--- src/rtl/pano_init_seq.sv ---
// pano_init_seq: power-up reset sequencer with lock monitor, heartbeat and fault LEDs.
// Define PANO_INIT_SEQ_FAULT_LATCH_EN to make lock-loss faults sticky until fault_clr.
module pano_init_seq #(
  parameter int LOCK_STABLE_CYCLES = 1024,
  parameter int RST_HOLD_CYCLES = 16,
  parameter int NUM_DOMAINS = 3,
  parameter int HEARTBEAT_BITS = 24
) (
  input  logic                   osc_clk,
  input  logic                   reset_n,
  input  logic                   pll_locked,
  input  logic                   sw_reset_req,
  input  logic                   fault_clr,
  output logic [NUM_DOMAINS-1:0] domain_reset_n,
  output logic                   init_done,
  output logic                   led_green,
  output logic                   led_red,
  output logic [7:0]             fault_count
);
  localparam int SW = $clog2(LOCK_STABLE_CYCLES);
  localparam int HW = $clog2(RST_HOLD_CYCLES);
  localparam int IW = $clog2(NUM_DOMAINS + 1);
  localparam logic [1:0] WAIT_LOCK = 2'd0;
  localparam logic [1:0] RELEASE   = 2'd1;
  localparam logic [1:0] RUNNING   = 2'd2;
  localparam logic [1:0] FAULT     = 2'd3;

  logic [1:0]                sync_q;
  logic [1:0]                state_q, state_d;
  logic [SW-1:0]             stab_q, stab_d;
  logic [HW-1:0]             hold_q, hold_d;
  logic [IW-1:0]             idx_q, idx_d;
  logic [NUM_DOMAINS-1:0]    dom_q, dom_d;
  logic                      done_q, done_d;
  logic                      red_q, red_d;
  logic [7:0]                fcnt_q, fcnt_d;
  logic [HEARTBEAT_BITS-1:0] hb_q, hb_d;
  logic                      locked_s;

  assign locked_s = sync_q[1];
  assign hb_d = hb_q + HEARTBEAT_BITS'(1);

`ifndef PANO_INIT_SEQ_FAULT_LATCH_EN
  logic unused_fault_clr;
  assign unused_fault_clr = fault_clr;
`endif

  always_comb begin
    state_d = state_q;
    stab_d = stab_q;
    hold_d = hold_q;
    idx_d = idx_q;
    dom_d = dom_q;
    done_d = done_q;
    red_d = red_q;
    fcnt_d = fcnt_q;
    if (state_q == WAIT_LOCK) begin
      stab_d = locked_s ? stab_q + SW'(1) : '0;
      if (locked_s && stab_q == SW'(LOCK_STABLE_CYCLES - 1)) begin
        state_d = RELEASE;
        stab_d = '0;
        hold_d = '0;
        idx_d = '0;
      end
    end else if (state_q == FAULT) begin
      stab_d = '0;
`ifdef PANO_INIT_SEQ_FAULT_LATCH_EN
      state_d = fault_clr ? WAIT_LOCK : FAULT;
`else
      state_d = WAIT_LOCK;
`endif
    end else if (!locked_s) begin
      // lock loss outranks a coincident software request
      state_d = FAULT;
      dom_d = '0;
      done_d = 1'b0;
      red_d = 1'b1;
      fcnt_d = fcnt_q + 8'(fcnt_q != 8'hff);
    end else if (sw_reset_req) begin
      state_d = WAIT_LOCK;
      dom_d = '0;
      done_d = 1'b0;
      stab_d = '0;
    end else if (state_q == RELEASE) begin
      hold_d = hold_q + HW'(1);
      if (hold_q == HW'(RST_HOLD_CYCLES - 1)) begin
        hold_d = '0;
        idx_d = idx_q + IW'(1);
        dom_d = dom_q | (NUM_DOMAINS'(1) << idx_q);
        if (idx_q == IW'(NUM_DOMAINS - 1)) begin
          state_d = RUNNING;
          done_d = 1'b1;
          red_d = 1'b0;
        end
      end
    end
  end

  always_ff @(posedge osc_clk or negedge reset_n) begin
    if (!reset_n) begin
      sync_q <= '0;
      state_q <= WAIT_LOCK;
      stab_q <= '0;
      hold_q <= '0;
      idx_q <= '0;
      dom_q <= '0;
      done_q <= 1'b0;
      red_q <= 1'b0;
      fcnt_q <= '0;
      hb_q <= '0;
    end else begin
      sync_q <= {sync_q[0], pll_locked};
      state_q <= state_d;
      stab_q <= stab_d;
      hold_q <= hold_d;
      idx_q <= idx_d;
      dom_q <= dom_d;
      done_q <= done_d;
      red_q <= red_d;
      fcnt_q <= fcnt_d;
      hb_q <= hb_d;
    end
  end

  assign domain_reset_n = dom_q;
  assign init_done = done_q;
  assign led_red = red_q;
  assign fault_count = fcnt_q;
  assign led_green = (state_q == RUNNING) ? hb_q[HEARTBEAT_BITS-1] : 1'b0;
endmodule
--- config.mk ---
export PLATFORM = sky130hd
export DESIGN_NAME = pano_init_seq
export DESIGN_NICKNAME = d
export VERILOG_FILES = /design/src/rtl/pano_init_seq.sv
export SDC_FILE = /design/constraint.sdc
export NUM_CORES = 1
export LEC_CHECK = 0
export CAP_MARGIN = 20
export CORE_MARGIN = 3
export CORE_UTILIZATION = 40
export DETAILED_ROUTE_END_ITERATION = 10
export PLACE_DENSITY_LB_ADDON = 0.12
export SYNTH_ARGS = -nofsm -noshare
export SYNTH_HDL_FRONTEND = slang
export SYNTH_SLANG_ARGS = --single-unit
--- constraint.sdc ---
create_clock -name osc_clk -period 2.45 [get_ports osc_clk]
set_clock_uncertainty 0.1 [all_clocks]
set_input_delay 0.245 -clock osc_clk [delete_from_list [all_inputs] [get_ports osc_clk]]
set_output_delay 0.245 -clock osc_clk [all_outputs]
set_load 0.01 [all_outputs]
# After elaboration in Yosys (flattened, before gate mapping)
# Cells that the tools add are included.
# op_classes
n_eq_ne,20
n_reduce_logical,15
bitwise,4
shift,1
n_addsub,5
muxes,43
# ops
operator,n
10-bit two-way mux,6
2-bit two-way mux,15
4-bit two-way mux,7
24-bit by 1-bit adder with 24-bit output (second input constant),1
5-bit by 2-bit inequality test with 1-bit output (second input constant),3
3-bit two-way mux,4
6-bit AND reduction,2
1-bit two-way mux,11
10-bit by 1-bit adder with 10-bit output (second input constant),1
10-bit == test (second input constant),1
2-bit by 1-bit inequality test with 1-bit output (second input constant),5
5-bit AND reduction,2
3-bit by 2-bit inequality test with 1-bit output (second input constant),3
8-bit by 1-bit adder with 8-bit output,1
8-bit inequality test (second input constant),1
4-bit AND reduction,2
2-bit == test (second input constant),3
2-bit nonzero test,3
3-bit nonzero test,2
4-bit by 1-bit adder with 4-bit output (second input constant),1
4-bit == test (second input constant),1
2-bit inequality test (second input constant),2
1-bit NOT,3
3-bit OR,1
other kinds (7),7
# totals
input_bits,5
output_inout_bits,14
wordCells,98
register_bits,57

# Depth between registers and ports, before layout
# logic_depth
depth_word,8
mapped_depth,7
mapped_depth_nobuf,7

# Worst setup path after synthesis
# OpenSTA, ideal clock, no wires.
# synth_path
path_type,reg-to-reg
from,"register fcnt_q[3], in the netlist fault_count[3]"
to,"register fcnt_q[6], in the netlist fault_count[6]"
setup_ns,0.080
setup_slack_ns,0.665
path_stages_with_launch,8
path_buffers,0
required_ns,2.270
synth_period_minus_slack_ns,1.785
arrival_time_ns,1.605
cell_sequence,dfrtp_1 -> nand4_1 -> or2_2 -> ha_1 -> ha_1 -> and3_1 -> nand4_1 -> xnor2_1
# synth_between
elab_chain_cells,2
# synth_rtl
element,line_no,rtl
start: declaration,36,"logic [7:0] fcnt_q, fcnt_d;"
start signal: assignment,120,fcnt_q <= fcnt_d;
8-bit inequality test,78,fcnt_d = fcnt_q + 8'(fcnt_q != 8'hff);
8-bit by 1-bit adder with 8-bit output (*),78,
# Mark *: on every way between the ends. The rest lies on a longest branch, timed or not.
# A chain may end at the register's enable or synchronous reset.

# Final worst setup path
# layout_path
from,register state_q[0]
to,register hold_q[0]
# layout_between
elab_chain_cells,3
word_cells_on_any_way,10
cone_classes,5 x eq/ne; 1 x mux; 4 x reduce/logical
# layout_rtl
element,line_no,rtl
start: declaration,29,"logic [1:0] state_q, state_d;"
start signal: assignment,113,state_q <= state_d;
2-bit == test (tied with other cells),65,end else if (state_q == FAULT) begin
2-bit inequality test (no source line) (tied with other cells),--,
5-bit AND reduction (no source line),--,
end signal: assignment,115,hold_q <= hold_d;
end: declaration,31,"logic [HW-1:0] hold_q, hold_d;"
# Parallel ways exist; a longest one is shown, timed or not.

==> qor.yml <==
clock_tree:
  cts_tree: "yes"
  clock_path_buffers: 2
  clock-sinks: 57
  cts_root_buf: "clkbuf_8"
  cts.clk_slew.worst_paths_ns: 0.08
  h-tree-depth: 3
  cts_buffers: 9
  worstSkewPairLatency_ns: 0.34
placement:
  gp_congestion: 0.779
  place_ws_ns: 0.416
  dp_hpwl_um: 3440
  io_buffer_count: 17
sta:
  setup_slack_ns: 0.396
  slew_viol_final: 0
  period_share: 0.838
  tightest_slew_ns: 0.409
  rsz0062_at_grt: "no"
  slew_headroom: 0.726
  period_minus_slack_ns: 2.05
  finalHoldViolCount: 0
  setup-violations-final: 0
  finalSetupTns_ns: 0
  clock.fmax_mhz: 487
critical_path:
  path_class: "reg2reg"
  rr_startpoint: "state_q[0]"
  path_cells: "inv_1 -> ha_1 -> nand2_2 -> or2_1 -> o21a_1 -> a22o_1"
  path_depth: 6
  slowest_stage: "dfrtp_1"
  crit_fanout: 10
  rr_endpoint: "hold_q[0]"
  r2r_cells: 6
  arrival_ns: 2.18
  cp-end-kind: "register"
  crit_end: "hold_q[0]"
  cp.buffers_inverters: 1
  startpoint_type: "register"
  r2r_slack_ns: 0.40
  cp_top_family: "simple AND/OR/NAND/NOR gates"
  slowest_delay_ns: 0.41
  required_ns: 2.57
  cp-startpoint: "state_q[0]"
power:
  p_leak_nw: 1.43
  ir_worst_vdd_mv: 0.293
  powerDensity_nw_per_um2: 552
die:
  die_height_um: 89.3
  die_area_um2: 7970
  num_rows: 29
  core-area_um2: 6530
  io_pins: 19
  start_util: 0.425
  fp.dieW_um: 89.3
grt:
  grt_max_degree: 22
  busiest_layer: "met2"
  grt_pass1_vias: 1926
  grtUsageMet1: 0.200
  met2_usage: 0.217
  grt_pass1_wl_um: 8950
  grt_usage: 0.148
  grt_util_met3: 0.0442
  antenna_found_initial: 0
  grt.overflow.total: 0
synth:
  synth_area_leaders: "dfrtp_1, xnor2_1, ha_1"
  ys_warn_count: 0
  avgSynthCellArea_um2: 11.0
  postSynthCellCount: 252
  ys_ff_latch: 57
  yosysMostFrequentCell: "dfrtp_1"
  synth_fp_nets: 269
  synth-seq-area-share: 0.514
  synth_top_cells_by_count: "dfrtp_1, xnor2_1, nand3_1, nand2_1, a21oi_1"
  yosysUniqueCellTypes: 41
  netlist.top_cell.by_area: "dfrtp_1"
  yosysTopAreaCellShare: 0.514
  async_reset_ff_frac: 1.00
  synth_area_um2: 2770
  synth-edff-count: 0
  synthFlopType: "dfrtp_1"
finish:
  multi_input_area_um2: 1280
  fillers: 611
  syn2layout_area_growth_pct: 16.3
  nNetsFinal: 297
  diodes: 0
  ff_latch_area_um2: 1430
  layout-drive-gt1-share: 0.119
route:
  vias: 1881
  drtIter0Drc: 53
  antenna_left: 0
  drt_wl_total_um: 4890
  wl_per_cell_um: 13.5
  remaining_drc_errors: 0
  firstDrtPassIters: 4
  viasPerCell: 5.20
outcome:
  status: "finished clean"
worst_hold_path:
  hold_path_class: "in2reg"
job:
  drv_cap: 0
how the worst min path moves through the flow:
| stage | slack (ns) | endpoint | start | cells past startpoint |
|---|---|---|---|---|
| 5_1_grt | 0.22 | sync_q[0] | pll_locked | 1 |
| 3_3_place_gp | 0.1 | stab_q[3] | reset_n | 1 |
| 3_5_place_dp | 0.10 | stab_q[3] | reset_n | 1 |
| 2_1_floorplan | -0.15 | domain_reset_n[0] | reset_n | 0 |
| 4_1_cts | 0.21 | sync_q[0] | pll_locked | 1 |
| 6_report | 0.24 | sync_q[0] | pll_locked | 1 |
cells in the final DEF (no fill, tap or decap), types with 8 or more instances in the layout:
master,netlist,final
and3_1,8,8
ha_1,12,12
xor2_1,8,8
a21oi_1,13,13
xnor2_1,22,22
clkdlybuf4s50_1,0,16
nor2_1,9,9
clkbuf_8,0,9
o21ai_0,8,8
inv_1,11,11
nand3_1,21,21
nand4_1,9,9
nand2_1,19,19
dfrtp_1,57,57
sequential cells by signal, indices dropped and copies added, names as in the netlist:
name,flops
idx_q,2
init_done,1
led_red,1
hb_q,24
stab_q,10
fault_count,8
sync_q,2
state_q,2
hold_q,4
domain_reset_n,3
routing by layer:
layer / part of all wire / wire length [um]
met1: 0.50 / 2450
met2: 0.46 / 2240
met3: 0.026 / 125
met4: 0.013 / 65
met5: 0 / 0
logic make-up (layout without fill, tap and decap cells):
kind of cell               Yosys count  in the layout  share of synthesized area
AOI/OAI and AO/OA                   43             43                      0.105
DFF                                 57             57                      0.514
xor gates and xnor gates            30             30                     0.0948
buffers and inverters               15             48                     0.0230
muxes                                3              3                     0.0122
adders and majority gates           12             12                     0.0542
and+or+nand+nor                     92             92                      0.196
repair_timing:
| item | in CTS | in global routing |
|---|---|---|
| endpoints found under the hold margin | 16 | 0 |
| gates resized for setup | 0 | 0 |
| setup buffers | 0 | 0 |
| hold buffers | 1 | 0 |
through the flow:
stage                     instances  hold slack (ns)  area, um2   util  power (mW)
after floorplan                 252           -0.151       2770      -       0.983
after global placement          345           0.0970       3030  0.465        1.01
after detailed placement        345            0.105       3030  0.465        1.01
after CTS                       362            0.212       3220  0.494        1.82
after global routing            362            0.217       3220  0.494        1.87
final                           362            0.235       3220  0.494        1.78
worst register-to-register path, stage by stage (launching register included):
cell     delay [ns]
dfrtp_1        0.41
inv_1          0.11
ha_1           0.38
nand2_2        0.22
or2_1          0.27
o21a_1         0.21
a22o_1         0.24
report_power, final:
part | switching [mW] | internal [mW] | total, mW
sequential | 0.00656 | 0.946 | 0.953
combinational | 0.0289 | 0.0138 | 0.0427
clock | 0.412 | 0.372 | 0.784
total | 0.448 | 1.33 | 1.78
final cells by class:
type / instances / area share
timing repair buffer: 21 / 0.0613
sequential: 57 / 0.442
tap: 77 / 0.0299
inverter: 11 / 0.0128
multi-input combinational: 180 / 0.398
clock buffer: 9 / 0.0384
clock inverter: 7 / 0.0175
Note: power is estimated with default switching activity, not from simulation.
